<file path="config.mk">
export PLATFORM = sky130hd
export DESIGN_NAME = pipe_shifter
export DESIGN_NICKNAME = d
export VERILOG_FILES = /design/src/rtl/pipe_shifter.sv
export SDC_FILE = /design/constraint.sdc
export NUM_CORES = 1
export LEC_CHECK = 0
export CORE_UTILIZATION = 45
export CTS_BUF_LIST = sky130_fd_sc_hd__clkbuf_8
export DETAILED_ROUTE_END_ITERATION = 8
export HOLD_SLACK_MARGIN = 0.1
export PLACE_DENSITY = 0.73
export SYNTH_ARGS = -nofsm -noshare
export SYNTH_HDL_FRONTEND = slang
export SYNTH_SLANG_ARGS = --single-unit
</file>
<file path="constraint.sdc">
create_clock -name clk -period 2.65 [get_ports clk]
set_input_delay 0.53 -clock clk [delete_from_list [all_inputs] [get_ports clk]]
set_output_delay 0.53 -clock clk [all_outputs]
set_load 0.02 [all_outputs]
</file>
<file path="src/rtl/pipe_shifter.sv">
// Pipelined shift/rotate unit, one log2 level per stage, with a valid/ready
// handshake on both sides. A single global enable stalls every stage at once,
// so back-pressure never reorders, drops or duplicates results.
module pipe_shifter #(
  parameter int N = 3
) (
  input  logic              clk,
  input  logic              reset,
  input  logic              in_valid,
  output logic              in_ready,
  input  logic [2**N-1:0]   in_a,
  input  logic [2**N-1:0]   in_b,
  input  logic [N:0]        in_c,
  input  logic [3:0]        in_op,
  output logic              out_valid,
  input  logic              out_ready,
  output logic [2**N-1:0]   out_y,
  output logic              out_zero
);

  localparam int          W  = 2**N;
  localparam int unsigned NU = N;

  typedef enum logic [2:0] {
    M_SLL,
    M_SRL,
    M_SRA,
    M_ROL,
    M_ROR,
    M_PASS
  } mode_t;

  // Stage registers 0..N-1; stage N is out_y/out_zero/out_valid.
  logic [W-1:0] sdata  [N];
  mode_t        smode  [N];
  logic [N-1:0] samt   [N];
  logic         ssat   [N];
  logic         svalid [N];

  logic [W-1:0] nxt_data  [N];
  mode_t        nxt_mode  [N];
  logic [N-1:0] nxt_amt   [N];
  logic         nxt_sat   [N];
  logic         nxt_valid [N];

  logic         en;
  logic [N:0]   dec_s;
  mode_t        dec_mode;
  logic [W-1:0] y_pre;
  logic [W-1:0] y_nxt;
  logic         unused_b;

  assign en       = !out_valid || out_ready;
  assign in_ready = en && !reset;
  assign unused_b = ^in_b[W-1:N+1];

  // One fixed-distance step; arithmetic right shift keeps the MSB, which is
  // why the final saturation can read the sign from the stage-(N-1) data.
  function automatic logic [W-1:0] step(input mode_t m, input logic [W-1:0] d,
                                        input int unsigned sh);
    logic [W-1:0] r;
    case (m)
      M_SLL:   r = d << sh;
      M_SRL:   r = d >> sh;
      M_SRA:   r = $signed(d) >>> sh;
      M_ROL:   r = (d << sh) | (d >> (W - sh));
      M_ROR:   r = (d >> sh) | (d << (W - sh));
      default: r = d;
    endcase
    return r;
  endfunction

  // Operand decode, per-stage next values and the saturated final result.
  always_comb begin
    dec_s = in_op[2] ? in_b[N:0] : in_c;
    case ({in_op[3], in_op[1:0]})
      3'b000:  dec_mode = M_SLL;
      3'b001:  dec_mode = M_SRL;
      3'b011:  dec_mode = M_SRA;
      3'b100:  dec_mode = M_ROL;
      3'b101:  dec_mode = M_ROR;
      default: dec_mode = M_PASS;
    endcase

    nxt_data[0]  = in_a;
    nxt_mode[0]  = dec_mode;
    nxt_amt[0]   = dec_s[N-1:0];
    nxt_sat[0]   = dec_s[N] && !in_op[3] && (dec_mode != M_PASS);
    nxt_valid[0] = in_valid;

    for (int unsigned k = 1; k < NU; k++) begin
      nxt_data[k]  = samt[k-1][k-1] ? step(smode[k-1], sdata[k-1], 1 << (k-1))
                                    : sdata[k-1];
      nxt_mode[k]  = smode[k-1];
      nxt_amt[k]   = samt[k-1];
      nxt_sat[k]   = ssat[k-1];
      nxt_valid[k] = svalid[k-1];
    end

    y_pre = samt[N-1][N-1] ? step(smode[N-1], sdata[N-1], 1 << (N-1))
                           : sdata[N-1];
    if (ssat[N-1])
      y_nxt = (smode[N-1] == M_SRA) ? {W{sdata[N-1][W-1]}} : '0;
    else
      y_nxt = y_pre;
  end

  // Pipeline registers: reset clears everything, otherwise all stages move on en.
  always_ff @(posedge clk) begin
    if (reset) begin
      for (int unsigned k = 0; k < NU; k++) begin
        sdata[k]  <= '0;
        smode[k]  <= M_PASS;
        samt[k]   <= '0;
        ssat[k]   <= 1'b0;
        svalid[k] <= 1'b0;
      end
      out_valid <= 1'b0;
      out_y     <= '0;
      out_zero  <= 1'b0;
    end else if (en) begin
      for (int unsigned k = 0; k < NU; k++) begin
        sdata[k]  <= nxt_data[k];
        smode[k]  <= nxt_mode[k];
        samt[k]   <= nxt_amt[k];
        ssat[k]   <= nxt_sat[k];
        svalid[k] <= nxt_valid[k];
      end
      out_valid <= svalid[N-1];
      out_y     <= y_nxt;
      out_zero  <= (y_nxt == '0);
    end
  end

endmodule

</file>
==> results.yml <==
critical_path:
  cp_max_fo: 3
  crit_arrival_ps: 2030
  end_kind: "output pin"
  critPathKind: "input pin to output pin"
  crit_path_start_kind: "input pin"
  critPathRequiredTime_ps: 2120
placement:
  io_buffers: 34
  hpwl_um: 4020
  post-place-ws_ps: 119
  postPlaceCellArea_um2: 3370
  dp_cells: 377
  gp_congestion: 0.883
drt:
  drt_iter0_drc: 194
  num_vias: 2254
  drc: 0
  drt_wl_total_um: 5820
  viasPerCell: 5.85
  wire_per_inst_um: 15.1
  drt_first_pass_iters: 4
  antenna_left: 0
clocking:
  cts_buffer_depth: 2
  cts_hold_buf: 0
  clk_latency_ps: 310
  cts_buffers: 5
  clkSlewWorstSetupHoldPaths_ps: 100
  htreeDepth: 2
  cts_tree: "built"
  root_buffer: "clkbuf_8"
  cts-resized-gates: 0
  clock_sink_count: 55
  post_cts_buffers: 0
grt:
  grt_start_max_net_pins: 46
  grt_pass1_vias: 2249
  grt_antenna_before_repair: 0
  grt_pass1_wl_um: 9890
  grtUsageTotal_pct: 17.5
  grt_overflow: 0
floorplanning:
  die_y_um: 83.3
  ios: 39
  num_rows: 29
  die_area_um2: 6940
  core_area_um2: 6350
  initial_core_util_pct: 46.9
  die_w_um: 83.3
synth:
  synth-seq-cells: 55
  synthTopCellsByArea: "edfxtp_1 45%, dfxtp_1 6.7%, a21oi_1 5.5%, o21ai_0 4.2%, and2_1 3.8%"
  yosys.area.top_type: "edfxtp_1"
  netlist_area_um2: 2980
  synth.avg_cell_area_um2: 10.6
  yosys_warnings: 0
  synthTopCellsByCount: "45 x edfxtp_1, 33 x a21oi_1, 25 x o21ai_0"
  synth.most_common_cell: "edfxtp_1"
  seq_area_frac_synth_pct: 52.1
  synthesis.nets: 309
  syn_inst: 281
  synth_async_sr_flop_share_pct: 0
  synth_cell_types: 46
  synth_flop_cell: "edfxtp_1"
  synth_top_area_share_pct: 45.4
  synth_edf_count: 45
sta:
  max-slew-margin-rel_pct: 60.1
  max_freq_mhz: 390
  post-route-period-util_pct: 96.6
  fin_ws_ps: 89.0
  final_hold_viol_count: 0
  slew_viol_final: 0
  worstMarginPinSlew_ps: 594
  finalCriticalPeriod_ps: 2560
  skew_ps: 10.4
  fin_setup_tns_ps: 0
  setup-violations-final: 0
  rsz0062_at_grt: "false"
layout:
  layout-drive-gt1-share_pct: 10.1
  layout.nets: 335
  postLayoutCellArea_um2: 3450
  diodes: 0
  area_delta_synth_final_pct: 16.0
  nFillCells: 555
  final-instance-count-excl-fill: 385
status:
  status: "completed"
pwr:
  ir_drop_mv: 0.273
  powerDensity_nw_per_um2: 514
  power.leakage_nw: 1.27
worst_hold_path:
  worstHoldPathType: "flop to flop"
run:
  max_cap_viol_count: 0
registers in the layout, indices dropped and copies added, names as in the netlist:
register	cells
out_zero	1
out_y	8
svalid	3
ssat	3
samt	6
smode	9
out_valid	1
sdata	24
report_power, final:
part / internal, W / switching, W
combinational: 0.000149 / 0.000120
clock: 0.000181 / 0.000264
sequential: 0.000994 / 0.0000671
logic make-up after synthesis:
group,share of synthesized area (%)
multiplexers,5.80
adder cells (fa/ha/maj),1.77
flip-flops,52.1
buffers and inverters,4.58
AO/OA/AOI/OAI,22.7
XOR/XNOR,1.18
AND/OR/NAND/NOR,11.9
area by class of cell:
| type | instances | area (µm²) | area share [%] |
|---|---|---|---|
| repair buffers | 38 | 383 | 11.1 |
| well taps | 77 | 96.3 | 2.79 |
| inverters | 13 | 48.8 | 1.41 |
| clock buffers | 5 | 68.8 | 1.99 |
| multi-input cells | 194 | 1290 | 37.3 |
| flip-flops and latches | 55 | 1550 | 44.9 |
| clock inverters | 3 | 16.3 | 0.471 |
placed cells by master (no fill, tap or decap), types with 9 or more instances in the layout:
cell,n
a21oi_1,33
a22o_1,9
and2_1,18
clkdlybuf4s50_1,34
dfxtp_1,10
edfxtp_1,45
inv_1,14
mux2_2,10
nand2_1,12
nor2_1,14
o21ai_0,25
o22ai_1,13
routing by layer:
layer / vias up / GRT usage, % / share of wire, %
li1: 1108 / - / -
met1: 1059 / 19.0 / 41
met2: 76 / 32.9 / 53
met3: 11 / 3.48 / 4.6
met4: 0 / 7.05 / 1.6
met5: - / 0 / 0
metrics by stage:
step           utilization, %  total power [W]  hold slack [ps]
2_1_floorplan               -          0.00124              459
3_3_place_gp             53.0          0.00134              435
4_1_cts                  54.4          0.00178              471
5_1_grt                  54.4          0.00186              499
6_report                 54.4          0.00177              461
3_5_place_dp             53.0          0.00135              446
worst max-delay path, stage by stage:
cell,delay (ps)
clkdlybuf4s50_1,450
nand2b_1,130
nand2b_1,190
inv_1,120
clkdlybuf4s50_1,610
worst paths after layout:
path / cells past startpoint / from / slack, ps / endpoint
worst max-delay path: 5 / out_ready / 90 / in_ready
worst min-delay path: 1 / out_y[7]$_SDFFE_PP0P_ / 460 / out_y[7]$_SDFFE_PP0P_
worst max register to register: 4 / smode[0][0]$_SDFFCE_PN1P_ / 670 / sdata[0][10]$_SDFFCE_PN0P_
worst min register to register: 1 / out_y[7]$_SDFFE_PP0P_ / 460 / out_y[7]$_SDFFE_PP0P_
Note: power is estimated with default switching activity, not from simulation.
